--- src/rtl/uart_ram_loader.sv ---
// Boot loader: receives a framed program image over 8N1 UART, writes 16-bit words
// into the program RAM, verifies an 8-bit checksum, then releases the CPU from reset.
module uart_ram_loader #(
  parameter int CLK_FREQ = 50_000_000,
  parameter int BAUD     = 115200
) (
  input  logic        clk,
  input  logic        rst_n,
  input  logic        uart_rx,
  output logic        ram_we,
  output logic [7:0]  ram_addr,
  output logic [15:0] ram_wdata,
  output logic        cpu_rst_n,
  output logic        load_busy,
  output logic        load_done,
  output logic        load_err
);

  localparam int BIT_CYC  = CLK_FREQ / BAUD;
  localparam int HALF_CYC = BIT_CYC / 2;
  localparam int CW       = $clog2(BIT_CYC + 1);

  localparam logic [CW-1:0] CNT_ZERO  = CW'(0);
  localparam logic [CW-1:0] CNT_ONE   = CW'(1);
  localparam logic [CW-1:0] BIT_LAST  = CW'(BIT_CYC - 1);
  localparam logic [CW-1:0] HALF_LAST = CW'(HALF_CYC - 1);
  localparam logic [7:0]    SYNC_BYTE = 8'hA5;

  typedef enum logic [1:0] {
    RX_IDLE  = 2'd0,
    RX_START = 2'd1,
    RX_DATA  = 2'd2,
    RX_STOP  = 2'd3
  } rx_state_t;

  typedef enum logic [2:0] {
    L_IDLE = 3'd0,
    L_LEN  = 3'd1,
    L_HI   = 3'd2,
    L_LO   = 3'd3,
    L_CSUM = 3'd4,
    L_DONE = 3'd5,
    L_ERR  = 3'd6
  } ld_state_t;

  function automatic logic [7:0] csum_add(input logic [7:0] acc, input logic [7:0] b);
    csum_add = acc + b;
  endfunction

  logic            rx_meta_r, rx_sync_r, rx_prev_r;
  rx_state_t       rx_state_r, rx_state_s;
  logic [CW-1:0]   rx_cnt_r, rx_cnt_s;
  logic [2:0]      rx_bit_r, rx_bit_s;
  logic [7:0]      rx_shift_r, rx_shift_s;
  logic [7:0]      rx_byte_r, rx_byte_s;
  logic            rx_valid_r, rx_valid_s;
  logic            rx_ferr_r, rx_ferr_s;

  ld_state_t       ld_state_r, ld_state_s;
  logic [8:0]      wcnt_r, wcnt_s, wcnt_inc_s;
  logic [8:0]      nwords_r, nwords_s;
  logic [7:0]      csum_r, csum_s;
  logic [7:0]      hi_r, hi_s;
  logic            ram_we_r, ram_we_s;
  logic [7:0]      ram_addr_r, ram_addr_s;
  logic [15:0]     ram_wdata_r, ram_wdata_s;
  logic            cpu_rst_n_r, cpu_rst_n_s;
  logic            busy_r, busy_s;
  logic            done_r, done_s;
  logic            err_r, err_s;

  // Two-flop synchronizer plus one history flop for falling-edge detection.
  always_ff @(posedge clk) begin
    if (!rst_n) begin
      rx_meta_r <= 1'b1;
      rx_sync_r <= 1'b1;
      rx_prev_r <= 1'b1;
    end else begin
      rx_meta_r <= uart_rx;
      rx_sync_r <= rx_meta_r;
      rx_prev_r <= rx_sync_r;
    end
  end

  // Receiver next-state: mid-bit sampling, glitch rejection on the start bit.
  always_comb begin
    rx_state_s = rx_state_r;
    rx_cnt_s   = rx_cnt_r + CNT_ONE;
    rx_bit_s   = rx_bit_r;
    rx_shift_s = rx_shift_r;
    rx_byte_s  = rx_byte_r;
    rx_valid_s = 1'b0;
    rx_ferr_s  = 1'b0;
    case (rx_state_r)
      RX_IDLE: begin
        rx_cnt_s = CNT_ZERO;
        if (rx_prev_r && !rx_sync_r) begin
          rx_state_s = RX_START;
        end else begin
          rx_state_s = RX_IDLE;
        end
      end
      RX_START: begin
        if (rx_cnt_r == HALF_LAST) begin
          rx_cnt_s = CNT_ZERO;
          rx_bit_s = 3'd0;
          if (rx_sync_r) begin
            rx_state_s = RX_IDLE;
          end else begin
            rx_state_s = RX_DATA;
          end
        end else begin
          rx_state_s = RX_START;
        end
      end
      RX_DATA: begin
        if (rx_cnt_r == BIT_LAST) begin
          rx_cnt_s   = CNT_ZERO;
          rx_shift_s = {rx_sync_r, rx_shift_r[7:1]};
          if (rx_bit_r == 3'd7) begin
            rx_state_s = RX_STOP;
          end else begin
            rx_bit_s = rx_bit_r + 3'd1;
          end
        end else begin
          rx_state_s = RX_DATA;
        end
      end
      RX_STOP: begin
        if (rx_cnt_r == BIT_LAST) begin
          rx_cnt_s   = CNT_ZERO;
          rx_state_s = RX_IDLE;
          if (rx_sync_r) begin
            rx_valid_s = 1'b1;
            rx_byte_s  = rx_shift_r;
          end else begin
            rx_ferr_s = 1'b1;
          end
        end else begin
          rx_state_s = RX_STOP;
        end
      end
      default: begin
        rx_state_s = RX_IDLE;
        rx_cnt_s   = CNT_ZERO;
      end
    endcase
  end

  // Receiver state register.
  always_ff @(posedge clk) begin
    if (!rst_n) begin
      rx_state_r <= RX_IDLE;
      rx_cnt_r   <= CNT_ZERO;
      rx_bit_r   <= 3'd0;
      rx_shift_r <= 8'd0;
      rx_byte_r  <= 8'd0;
      rx_valid_r <= 1'b0;
      rx_ferr_r  <= 1'b0;
    end else begin
      rx_state_r <= rx_state_s;
      rx_cnt_r   <= rx_cnt_s;
      rx_bit_r   <= rx_bit_s;
      rx_shift_r <= rx_shift_s;
      rx_byte_r  <= rx_byte_s;
      rx_valid_r <= rx_valid_s;
      rx_ferr_r  <= rx_ferr_s;
    end
  end

  // Loader next-state; a framing error mid-frame overrides any byte handling.
  always_comb begin
    ld_state_s  = ld_state_r;
    wcnt_s      = wcnt_r;
    nwords_s    = nwords_r;
    csum_s      = csum_r;
    hi_s        = hi_r;
    ram_we_s    = 1'b0;
    ram_addr_s  = ram_addr_r;
    ram_wdata_s = ram_wdata_r;
    cpu_rst_n_s = cpu_rst_n_r;
    busy_s      = busy_r;
    done_s      = done_r;
    err_s       = err_r;
    wcnt_inc_s  = wcnt_r + 9'd1;
    if (rx_ferr_r && busy_r) begin
      ld_state_s  = L_ERR;
      err_s       = 1'b1;
      done_s      = 1'b0;
      busy_s      = 1'b0;
      cpu_rst_n_s = 1'b0;
    end else begin
      case (ld_state_r)
        L_IDLE, L_DONE, L_ERR: begin
          if (rx_valid_r && (rx_byte_r == SYNC_BYTE)) begin
            ld_state_s  = L_LEN;
            wcnt_s      = 9'd0;
            csum_s      = 8'd0;
            cpu_rst_n_s = 1'b0;
            busy_s      = 1'b1;
            done_s      = 1'b0;
            err_s       = 1'b0;
          end else begin
            ld_state_s = ld_state_r;
          end
        end
        L_LEN: begin
          if (rx_valid_r) begin
            nwords_s   = (rx_byte_r == 8'd0) ? 9'd256 : {1'b0, rx_byte_r};
            ld_state_s = L_HI;
          end else begin
            ld_state_s = L_LEN;
          end
        end
        L_HI: begin
          if (rx_valid_r) begin
            hi_s       = rx_byte_r;
            csum_s     = csum_add(csum_r, rx_byte_r);
            ld_state_s = L_LO;
          end else begin
            ld_state_s = L_HI;
          end
        end
        L_LO: begin
          if (rx_valid_r) begin
            ram_we_s    = 1'b1;
            ram_addr_s  = wcnt_r[7:0];
            ram_wdata_s = {hi_r, rx_byte_r};
            csum_s      = csum_add(csum_r, rx_byte_r);
            wcnt_s      = wcnt_inc_s;
            if (wcnt_inc_s == nwords_r) begin
              ld_state_s = L_CSUM;
            end else begin
              ld_state_s = L_HI;
            end
          end else begin
            ld_state_s = L_LO;
          end
        end
        L_CSUM: begin
          if (rx_valid_r) begin
            busy_s = 1'b0;
            if (rx_byte_r == csum_r) begin
              ld_state_s  = L_DONE;
              done_s      = 1'b1;
              cpu_rst_n_s = 1'b1;
            end else begin
              ld_state_s  = L_ERR;
              err_s       = 1'b1;
              cpu_rst_n_s = 1'b0;
            end
          end else begin
            ld_state_s = L_CSUM;
          end
        end
        default: begin
          ld_state_s  = L_IDLE;
          busy_s      = 1'b0;
          cpu_rst_n_s = 1'b0;
        end
      endcase
    end
  end

  // Loader state and registered outputs.
  always_ff @(posedge clk) begin
    if (!rst_n) begin
      ld_state_r  <= L_IDLE;
      wcnt_r      <= 9'd0;
      nwords_r    <= 9'd0;
      csum_r      <= 8'd0;
      hi_r        <= 8'd0;
      ram_we_r    <= 1'b0;
      ram_addr_r  <= 8'd0;
      ram_wdata_r <= 16'd0;
      cpu_rst_n_r <= 1'b0;
      busy_r      <= 1'b0;
      done_r      <= 1'b0;
      err_r       <= 1'b0;
    end else begin
      ld_state_r  <= ld_state_s;
      wcnt_r      <= wcnt_s;
      nwords_r    <= nwords_s;
      csum_r      <= csum_s;
      hi_r        <= hi_s;
      ram_we_r    <= ram_we_s;
      ram_addr_r  <= ram_addr_s;
      ram_wdata_r <= ram_wdata_s;
      cpu_rst_n_r <= cpu_rst_n_s;
      busy_r      <= busy_s;
      done_r      <= done_s;
      err_r       <= err_s;
    end
  end

  assign ram_we    = ram_we_r;
  assign ram_addr  = ram_addr_r;
  assign ram_wdata = ram_wdata_r;
  assign cpu_rst_n = cpu_rst_n_r;
  assign load_busy = busy_r;
  assign load_done = done_r;
  assign load_err  = err_r;

endmodule

--- config.mk ---
export PLATFORM = sky130hd
export DESIGN_NAME = uart_ram_loader
export DESIGN_NICKNAME = d
export VERILOG_FILES = /design/src/rtl/uart_ram_loader.sv
export SDC_FILE = /design/constraint.sdc
export NUM_CORES = 1
export LEC_CHECK = 0
export CAP_MARGIN = 25
export CORE_AREA = 2 2 101 103
export CTS_CLUSTER_DIAMETER = 30
export CTS_CLUSTER_SIZE = 10
export DETAILED_ROUTE_END_ITERATION = 8
export DIE_AREA = 0 0 103 105
export GPL_ROUTABILITY_DRIVEN = 0
export PLACE_DENSITY = 0.67
export RECOVER_POWER = 25
export SYNTH_ARGS = -nofsm -noshare
export SYNTH_HDL_FRONTEND = slang
export SYNTH_SLANG_ARGS = --single-unit
--- constraint.sdc ---
create_clock -name clk -period 4.4 [get_ports clk]
set_input_delay 0.66 -clock clk [delete_from_list [all_inputs] [get_ports clk]]
set_output_delay 0.66 -clock clk [all_outputs]
set_load 0.01 [all_outputs]
# [After elaboration in Yosys (flattened, before gate mapping)]
# Index checks and enable logic that the tools add are counted.
# Widths: inputs -> output; s select.
[classes] eq_ne=27 addsub=4 bitwise_logic=4 muxes=47 n_reduce_logical=30
[ops] operator="$mux 9" n=5
[ops] operator="$pmux 9 s3" n=1
[ops] operator="$mux 3" n=8
[ops] operator="$reduce_and 4->1" n=5
[ops] operator="$add 9x1->9 const B" n=2
[ops] operator="$pmux 9 s2" n=1
[ops] operator="$reduce_and 3->1" n=6
[ops] operator="$mux 8" n=2
[ops] operator="$pmux 8 s2" n=1
[ops] operator="$mux 1" n=15
[ops] operator="$pmux 3 s5" n=1
[ops] operator="$mux 2" n=7
[ops] operator="$ne 2x2->1 const B" n=7
[ops] operator="$eq 3x3->1 const B" n=4
[ops] operator="$ne 3x3->1 const B" n=4
[ops] operator="$eq 9x8->1 const B" n=1
[ops] operator="$eq 9x9->1" n=1
[ops] operator="$eq 9x9->1 const B" n=1
[ops] operator="$reduce_or 3->1" n=3
[ops] operator="$add 8x8->8" n=1
[ops] operator="$eq 8x8->1" n=1
[ops] operator="$eq 8x8->1 const B" n=1
[ops] operator="$logic_not 8->1" n=1
[ops] operator="$pmux 2 s4" n=1
[ops] operator="18 further kinds" n=32
[totals] out_inout_bits=29 wordCells=135 register_bits=101

# [Depth between registers and ports, before layout]
# Gate-level depths: netlist of run 1.
[depth] ltp_word=6 ltp_mapped=9 ltp_nobuf=9

# [Worst setup path before layout of run 1]
# Ideal clock, no wire load.
[synth_path] kind="register to register" start="register rx_byte_r[0]" end="register csum_r[6]" path_stages_with_launch=10 n_path_buf=0 t_required_ns=4.299 t_arrival_ns=1.854 period_less_slack_ns=1.955 slack_ns=2.445 cell_sequence="dfxtp_1 ha_1 inv_1 fa_1 nor2b_1 o21ai_0 a21boi_0 o21a_1 nor3_1 o41ai_1"
[synth_via] elab_chain_len=4
[synth_lines] item="start, declared" line_no="55" text="logic [7:0] rx_byte_r, rx_byte_s;"
[synth_lines] item="start signal, assigned" line_no="165" text="rx_byte_r <= rx_byte_s;"
[synth_lines] item="branches (longest 4 deep; another with $add 8x8->8)"
[synth_lines] item="end signal, assigned" line_no="284" text="csum_r <= csum_s;"
[synth_lines] item="end, declared" line_no="62" text="logic [7:0] csum_r, csum_s;"
# Parallel ways; which one is timed is not known. The select of a mux whose other input is x is not followed.
# A chain may end at the register's enable or synchronous reset.

# [Worst setup path in the final report of run 1]
[layout_path] start="input port rst_n" end="register ram_addr_r[5] (netlist: ram_addr[5])"
[layout_rtl] item="start, declared" line_no="8" text="input logic rst_n,"
[layout_rtl] item="end signal, assigned" line_no="287" text="ram_addr_r <= ram_addr_s;"
[layout_rtl] item="end, declared" line_no="65" text="logic [7:0] ram_addr_r, ram_addr_s;"
# No word-level cell between the ends.

==> results of run 1 <==
kinds of logic (layout without fill, tap and decap cells):
logic type | Yosys count | in the layout
simple gates | 235 | 235
compound gates | 111 | 111
flops | 101 | 101
buf+inv | 46 | 64
mux | 29 | 29
xor+xnor | 21 | 21
fa+ha+maj | 14 | 14
cell usage after synthesis (all sizes together), types with 2 or more instances:
cell type and instances:
clkbuf 17, and3 6, nand4 5, and4 4, o211a 2, nor2 75
and2 8, nor4 3, ha 13, o211ai 2, a21oi 57, mux2i 29
or3 8, o21ai 16, nor3 15, a21o 4, o21a 4, nand3b 3
a22oi 2, nand2b 3, o41ai 2, nor2b 3, nand2 74, xnor2 9
buf 14, or4 2, xor2 12, nor3b 3, inv 15, a31oi 5
dfxtp 101, a21boi 2, a211oi 8, nand3 16
per-stage QoR:
| step | hold slack (ns) | std cells | area [µm²] | setup slack, ns | util (%) |
|---|---|---|---|---|---|
| 3_5_place_dp | 0.402 | 692 | 5030 | 1.64 | 52.2 |
| 6_report | 0.420 | 708 | 5210 | 2.03 | 54.1 |
| 5_1_grt | 0.443 | 708 | 5210 | 1.85 | 54.1 |
| 4_1_cts | 0.424 | 708 | 5220 | 2.04 | 54.1 |
| 3_3_place_gp | 0.393 | 691 | 5010 | 1.64 | 52.0 |
| 2_1_floorplan | 0.386 | 557 | 4680 | 2.44 | - |
routing by layer:
layer  vias to the layer above  track usage, %  routed length, µm
li1                       1945               -                  -
met1                      1823            26.3               4690
met2                        75            30.9               4790
met3                        19            3.21                376
met4                         0            9.59                300
met5                         -               0                  0
area by class of cell:
cell class | count | area [µm²] | share of cell area, %
clock inverter | 6 | 60.1 | 1.15
multi-input combinational | 410 | 2450 | 46.9
timing repair buffer | 33 | 333 | 6.39
clock buffer | 10 | 128 | 2.45
sequential | 101 | 2020 | 38.8
inverter | 15 | 56.3 | 1.08
tap | 133 | 166 | 3.19
flip-flops by register name, summed over array words and instances (netlist names), 2 cells and up:
name / flops
rx_cnt_r: 9
csum_r: 8
wcnt_r: 9
ram_wdata: 16
hi_r: 8
rx_shift_r: 8
rx_state_r: 2
rx_bit_r: 3
ram_addr: 8
nwords_r: 9
ld_state_r: 3
rx_byte_r: 8
power groups by stage:
stage | clock network, mW | logic (mW) | registers, mW
CTS | 0.567 | 0.300 | 0.962
global route | 0.608 | 0.327 | 0.968
detailed placement | 0 | 0.299 | 0.983
floorplan | 0 | 0.245 | 0.964
finish | 0.552 | 0.294 | 0.963
global placement | 0 | 0.293 | 0.982
final timing paths:
check                      to  slack (ns)         start
setup / recovery  ram_addr[5]        2.03         rst_n
hold / removal      rx_sync_r        0.42     rx_meta_r
setup reg to reg    csum_r[6]        2.05  rx_byte_r[0]
hold reg to reg     rx_sync_r        0.42     rx_meta_r
==> flow_summary_export.csv, run 1 <==
group,metric,value,unit
status,run_status,"completed",
route,avgViaCountPerCell,5.45,
logic_synthesis,number_of_instances_in_the_synthesized_netlist,557,
logic_synthesis,yosysWarningCount,0,
cts,ctsHtreeMaxLevel,3,
die,floorplan.initialDensity,48.5,%
route,drt.antenna.violating_nets,0,
logic_synthesis,post_synth_xor_area_fraction,3.93,%
setup_path,largest_fanout_of_any_net_on_the_critical_path,48,
finish,drive_above_1_share,5.04,%
die,core.rowCount,36,
sta,setup_violations,0,
logic_synthesis,post_synth_num_cell_types,59,
setup_path,path_type_of_the_worst_setup_path,"in -> reg",
sta,worstMarginPinSlew,0.971,ns
logic_synthesis,synth_top_family_by_area,"simple AND/OR/NAND/NOR gates",
pwr,intPower,1.24,mW
cts,number_of_cts_inserted_buffers,9,
route,drt_pass1_iterations,5,
sta,finalCritPeriodShare,53.9,%
setup_path,critical_path.slowest_cell,"dlygate4sd3_1",
route,drc_errors,0,
logic_synthesis,synth_compound_area_share,14.6,%
run,maxCapViolCount,0,
sta,worst_slew_margin_rel,35.3,%
setup_path,end_kind,"register",
sta,achievable-frequency,0.421,GHz
route,wire_per_inst,14.3,µm
finish,most_frequent_cells_in_the_layout,"dfxtp_1 (101), nor2_1 (75), nand2_1 (74)",
logic_synthesis,synthMuxAreaShare,6.21,%
cts,tritoncts,"yes",
sta,timing.clock.skew,0.0126,ns
hold_path,worstHoldPathType,"reg -> reg",
pwr,switchingPower,570,µW
logic_synthesis,ys.flop_type,"dfxtp_1",
setup_path,cp_depth,4,
hold_path,hold_depth,1,
finish,diodes,0,
route,detail_route.wirelength,10.2,mm
global_route,grt_pass1_wl,17.1,mm
die,floorplan.io_pins,32,
global_route,grt.total_usage,19.8,%
sta,drv_slew,0,
setup_path,timing.critical_path.required,4.65,ns
pwr,power.clock.fraction,30.5,%
route,drtIter0Drc,201,
setup_path,crit_family,"buffers and inverters",
sta,period_minus_slack,2.37,ns
logic_synthesis,yosysTopAreaCellShare,43.2,%
pwr,pwr-share-comb,16.2,%
sta,final.setup.tns,0,ns
cts,gates_resized_cts_repair,0,
logic_synthesis,synth-simple-area-share,23.8,%
global_route,grt_start_max_net_pins,49,
cts,clkSinkCount,101,
setup_path,crit_path_launch_type,"primary input",
setup_path,max_stage_delay,0.72,ns
logic_synthesis,most_area_consuming_cells_after_synthesis,"dfxtp_1 (43%), mux2i_1 (6.2%), nand2_1 (5.9%)",
sta,final-hold-violation-count,0,
logic_synthesis,synth_top_area_cell,"dfxtp_1",
pwr,p_total,1.81,mW
setup_path,reg2regPathDepth,9,
die,dieHeight,105,µm
sta,rsz0062_at_grt,"no",
pwr,leakagePower,2.13,nW
die,die_w,103,µm
logic_synthesis,yosysSeqAreaShare,43.2,%
global_route,initial_antenna_violation_count,0,
cts,clock_latency,0.37,ns
cts,cts_hold_buffers,0,
cts,cts_setup_buffers,0,
die,die_area,0.0108,mm²
cts,cts-root-buf,"clkbuf_8",
finish,flow.area_growth_from_synthesis,11.5,%
pwr,worst_ir_drop_vdd,0.000210,V
route,via_count,3862,
cts,max-clock-path-buffers,2,
die,core-area,0.00964,mm²
logic_synthesis,post_synth_fa_ha_maj_area_fraction,3.91,%
pwr,power_density,347,mW/mm²
logic_synthesis,synth_edf_count,0,
logic_synthesis,postSynthAreaPerCell,8.39,µm²
global_route,grt_overflow_total,0,
placement,dpl.hpwl,7.11,mm
global_route,vias_in_the_first_global_route,3627,
placement,portBuffers,31,
pwr,power.share.sequential,53.3,%
finish,count_of_filler_cells_inserted_in_the_layout,908,
pwr,power.share.switching,31.5,%
setup_path,cp_num_buf_inv,3,
logic_synthesis,syn-cell-area,0.00468,mm²
logic_synthesis,postSynthRegisterBits,101,
logic_synthesis,synth_nets,574,
setup_path,crit_chain,"dlygate4sd3_1 > inv_2 > buf_4 > a21oi_1",
finish,layout.cells.most_common,"dfxtp_1",
logic_synthesis,async_reset_ff_share,0,%
setup_path,worst_ep_arrival_time,2.63,ns
finish,nNetsFinal,587,
cts,clock_slew_at_the_register_clock_pins_of_the_worst_setup_and_hold_paths,0.10,ns
(Power assumes the default switching activity.)
==> inputs of run 2 (changes only) <==
Clock period 4.4 ns to 2.29 ns, I/O delays scaled along.
==> flow_summary_export.csv, run 2 (same netlist as run 1, synthesis figures left out) <==
group,metric,value,unit
sta,rsz0062_at_grt,"no",
route,drt.antenna.violating_nets,0,
die,core-area,0.00964,mm²
cts,clock_latency,0.38,ns
placement,dpl.hpwl,7.19,mm
setup_path,timing.critical_path.required,2.58,ns
finish,largest_register_ffs,16,
finish,diodes,0,
cts,cts_setup_buffers,0,
cts,max-clock-path-buffers,2,
finish,layout.cells.most_common,"dfxtp_1",
cts,clock_slew_at_the_register_clock_pins_of_the_worst_setup_and_hold_paths,0.11,ns
run,maxCapViolCount,0,
setup_path,path_type_of_the_worst_setup_path,"reg -> reg",
sta,drv_slew,0,
route,drtIter0Drc,225,
hold_path,hold_depth,1,
cts,cts_hold_buffers,0,
cts,number_of_cts_inserted_buffers,9,
sta,timing.clock.skew,0.0188,ns
route,detail_route.wirelength,10.3,mm
die,floorplan.io_pins,32,
pwr,worst_ir_drop_vdd,0.000336,V
sta,worst_slew_margin_rel,60.4,%
setup_path,reg2regPathDepth,6,
sta,finalCritPeriodShare,93.0,%
cts,tritoncts,"yes",
hold_path,worstHoldPathType,"reg -> reg",
global_route,grt_pass1_wl,17.4,mm
finish,nNetsFinal,599,
pwr,leakagePower,2.22,nW
global_route,grt_start_max_net_pins,43,
cts,clkSinkCount,101,
sta,final.setup.tns,0,ns
global_route,grt_overflow_total,0,
route,drc_errors,0,
cts,cts-root-buf,"clkbuf_8",
setup_path,reg2reg_slack,0.16,ns
sta,worstMarginPinSlew,0.594,ns
setup_path,worstReg2RegStart,"rx_byte_r[3]",
route,via_count,3899,
finish,drive_above_1_share,7.33,%
sta,final-hold-violation-count,0,
route,avgViaCountPerCell,5.42,
finish,final_core_utilization,55.5,%
placement,portBuffers,31,
route,drt_pass1_iterations,4,
die,die_w,103,µm
die,core.rowCount,36,
hold_path,holdCritStartpoint,"rx_meta_r",
setup_path,worst_r2r_endpoint,"csum_r[7]",
setup_path,end_kind,"register",
cts,ctsHtreeMaxLevel,3,
die,die_area,0.0108,mm²
die,dieHeight,105,µm
sta,setup_violations,0,
sta,achievable-frequency,0.470,GHz
global_route,initial_antenna_violation_count,0,
status,run_status,"completed",
setup_path,largest_fanout_of_any_net_on_the_critical_path,6,
pwr,power_density,674,mW/mm²
global_route,vias_in_the_first_global_route,3773,
global_route,grt.total_usage,20.0,%
route,wire_per_inst,14.3,µm
die,floorplan.initialDensity,48.5,%
setup_path,worst_ep_arrival_time,2.42,ns
hold_path,hold-path-endpoint,"rx_sync_r",
setup_path,crit_path_launch_type,"register",
finish,most_frequent_cells_in_the_layout,"dfxtp_1 (100), nand2_1 (74), nor2_1 (74)",
sta,period_minus_slack,2.13,ns
finish,flow.area_growth_from_synthesis,14.3,%
run 2: cell count changes in the layout (fill, tap and decap cells not counted), moves of 3 or more:
cell	change
dlygate4sd3_1	+3
buf_12	+3
clkdlybuf4s50_1	-3
buf_4	+8
run 2: power by group:
part	switching [mW]	internal [mW]	leakage, nW	total, mW
combinational	0.405	0.209	1.30	0.614
sequential	0.0685	1.79	0.815	1.85
clock	0.677	0.455	0.0997	1.13
run 2: what timing repair did:
item	CTS	global route
hold endpoints to repair	0	0
gates resized for setup	0	2
endpoints found under the setup margin	0	1
run 2: worst max-delay path by stage:
stage | from | slack [ns] | depth (start not counted) | to
after floorplan | rx_byte_r[0] | 0.33 | 9 | csum_r[6]
after global placement | rx_byte_r[0] | 0.19 | 9 | csum_r[6]
after detailed placement | rx_byte_r[0] | 0.05 | 9 | csum_r[6]
after CTS | rx_byte_r[0] | 0.03 | 9 | csum_r[6]
after global routing | rx_byte_r[1] | 0.02 | 8 | csum_r[6]
final | rx_byte_r[3] | 0.16 | 6 | csum_r[7]
run 2: per-stage QoR:
stage / hold WS (ns) / total power [mW] / setup slack (ns) / area (µm²) / cells
2_1_floorplan: 0.386 / 2.32 / 0.335 / 4680 / 557
3_3_place_gp: 0.389 / 2.48 / 0.194 / 5150 / 704
3_5_place_dp: 0.395 / 2.50 / 0.0515 / 5150 / 704
4_1_cts: 0.441 / 3.62 / 0.0271 / 5350 / 720
5_1_grt: 0.479 / 3.76 / 0.0239 / 5350 / 720
6_report: 0.437 / 3.60 / 0.160 / 5350 / 720
run 2: per-layer routing:
| metal | part of all wire [%] | vias to the layer above | routed length (µm) | GRT usage [%] |
|---|---|---|---|---|
| met5 | 0 | - | 0 | 0 |
| met3 | 3.0 | 11 | 304 | 4.21 |
| met2 | 49 | 43 | 5000 | 32.2 |
| met1 | 47 | 1871 | 4860 | 26.4 |
| met4 | 1.0 | 0 | 106 | 6.48 |
| li1 | - | 1974 | - | - |
run 2: cell type report:
class                           instances  area (µm²)
Fill cell                             909        4290
Multi-Input combinational cell        410        2450
Clock inverter                          6        63.8
Inverter                               15        56.3
Sequential cell                       101        2020
Tap cell                              133         166
Timing Repair Buffer                   45         445
Clock buffer                           10         138
run 2: worst max-delay path, stage by stage (launching register included):
cell and delay [ns]:
dfxtp_1 0.51, ha_1 0.35, o21a_1 0.23, a2111o_1 0.44, a21o_1 0.19, a21o_1 0.18
a31oi_1 0.16
==> inputs of run 3 (changes only) <==
Settings changed: CELL_PAD_IN_SITES_DETAIL_PLACEMENT set to 2, CELL_PAD_IN_SITES_GLOBAL_PLACEMENT set to 2, CORE_AREA 2 2 101 103 to 2 2 117 119, DIE_AREA 0 0 103 105 to 0 0 119 121, PLACE_DENSITY 0.67 to unset, PLACE_DENSITY_LB_ADDON set to 0.1.
==> flow_summary_export.csv, run 3 (same netlist as run 1, synthesis figures left out) <==
group,metric,value,unit
placement,dpl.hpwl,9.79,mm
setup_path,worstReg2RegStart,"csum_r[0]",
setup_path,largest_fanout_of_any_net_on_the_critical_path,3,
die,core.rowCount,42,
die,die_area,0.0144,mm²
pwr,p_total,4.04,mW
route,drt.antenna.violating_nets,0,
die,floorplan.io_pins,32,
route,drtIter0Drc,138,
route,detail_route.wirelength,13.7,mm
global_route,globalRouteMet1Util,26.8,%
global_route,grt.total_usage,20.2,%
die,floorplan.initialDensity,35.7,%
pwr,power_density,732,mW/mm²
global_route,grt-busiest-layer,"met2",
global_route,initial_antenna_violation_count,0,
global_route,grt_start_max_net_pins,81,
route,drt_pass1_iterations,4,
cts,cts_setup_buffers,0,
sta,achievable-frequency,0.473,GHz
setup_path,worst_r2r_endpoint,"csum_r[6]",
setup_path,worst_setup_path_endpoint,"csum_r[6]",
status,run_status,"completed",
setup_path,worst_ep_arrival_time,2.37,ns
hold_path,worstHoldPathType,"reg -> reg",
global_route,grt.met2_usage,33.1,%
route,drc_errors,0,
finish,multi_input_comb_area,0.00245,mm²
setup_path,crit_path_from,"csum_r[0]",
finish,count_of_filler_cells_inserted_in_the_layout,1437,
die,core-area,0.0131,mm²
finish,nNetsFinal,605,
cts,max-clock-path-buffers,2,
die,die_w,119,µm
finish,final-instance-count-excl-fill,769,
sta,worst_slew_margin_rel,56.4,%
sta,final-hold-violation-count,0,
setup_path,path_type_of_the_worst_setup_path,"reg -> reg",
run,maxCapViolCount,0,
sta,setup_violations,0,
hold_path,holdCritStartpoint,"rx_meta_r",
cts,tritoncts,"yes",
finish,design_area,0.00553,mm²
finish,diodes,0,
cts,clock_slew_at_the_register_clock_pins_of_the_worst_setup_and_hold_paths,0.07,ns
setup_path,timing.critical_path.required,2.54,ns
sta,worstMarginPinSlew,0.654,ns
cts,clock_latency,0.36,ns
route,avgViaCountPerCell,5.28,
sta,drv_slew,0,
finish,largest_register_ffs,16,
sta,timing.clock.skew,0.00841,ns
finish,layout.cells.most_common,"dfxtp_1",
route,wire_per_inst,17.8,µm
finish,seqCellArea,0.00202,mm²
finish,most_frequent_cells_in_the_layout,"dfxtp_1 (99), nand2_1 (74), nor2_1 (74)",
cts,cts-root-buf,"clkbuf_16",
die,dieHeight,121,µm
cts,clkSinkCount,101,
global_route,global_route.usage.met3,3.99,%
sta,finalCritPeriodShare,92.3,%
global_route,grt_overflow_total,0,
setup_path,reg2regPathDepth,9,
route,via_count,4061,
setup_path,reg2reg_slack,0.18,ns
setup_path,crit_path_launch_type,"register",
cts,cts_hold_buffers,0,
finish,final_core_utilization,42.2,%
placement,dp.cells,753,
pwr,leakagePower,2.31,nW
finish,flow.area_growth_from_synthesis,18.2,%
setup_path,end_kind,"register",
cts,ctsHtreeMaxLevel,3,
placement,dpl_cell_area,0.00525,mm²
sta,final.setup.tns,0,ns
sta,period_minus_slack,2.11,ns
cts,number_of_cts_inserted_buffers,9,
finish,drive_above_1_share,8.60,%
global_route,grt_pass1_wl,22.9,mm
global_route,vias_in_the_first_global_route,4360,
sta,rsz0062_at_grt,"no",
placement,portBuffers,31,
pwr,worst_ir_drop_vdd,0.000407,V
==> run 3: cell count changes in the layout (fill, tap and decap cells not counted), moves of 2 or more <==
cell,previous run,this run
clkbuf_16,0,9
dlygate4sd3_1,21,29
clkdlybuf4s50_1,10,2
clkbuf_8,10,0
clkinv_2,0,2
buf_4,9,16
==> run 3: metrics by stage <==
step,setup slack (ns),hold slack (ns)
after global placement,0.167,0.388
after detailed placement,0.142,0.420
after global routing,0.0388,0.480
after CTS,0.0949,0.436
after floorplan,0.335,0.386
final,0.175,0.430
==> run 3: report_power, final <==
part           leakage, nW  switching [mW]  internal (mW)
combinational         1.36           0.479          0.249
sequential           0.815          0.0606           1.79
clock                0.135           0.717          0.750
total                 2.31            1.26           2.79
==> run 3: how the worst min path moves through the flow <==
stage                      to  slack [ns]  cells past startpoint
finish              rx_sync_r        0.43                      1
global route        rx_sync_r        0.48                      1
CTS                 rx_sync_r        0.44                      1
detailed placement  rx_sync_r        0.42                      1
global placement    rx_sync_r        0.39                      1
floorplan           rx_sync_r        0.39                      1
==> run 3: timing repair <==
action	in CTS	in global routing
resized for setup	0	4
setup endpoints to repair	0	6
endpoints found under the hold margin	0	0
==> run 3: layout make-up <==
type                            instances  share of cell area [%]
Timing Repair Buffer                   51                    8.94
Inverter                               15                    1.02
Sequential cell                       101                    36.6
Tap cell                              176                    3.99
Clock inverter                          6                   0.838
Multi-Input combinational cell        410                    44.4
Clock buffer                           10                    4.14
==> run 3: critical path, cell delays in order, from the launching register on <==
cell and delay (ns):
dfxtp_1 0.35, ha_1 0.20, inv_1 0.06, fa_1 0.41, nor2b_1 0.14, o21ai_0 0.11
a21boi_1 0.22, o21a_1 0.16, nor3_1 0.05, o41ai_1 0.32
==> run 3: per-layer routing <==
metal	wire length, µm	up-vias	part of all wire [%]
li1	-	1976	-
met1	6510	2036	48
met2	6700	29	49
met3	283	20	2.1
met4	209	0	1.5
met5	0	-	0
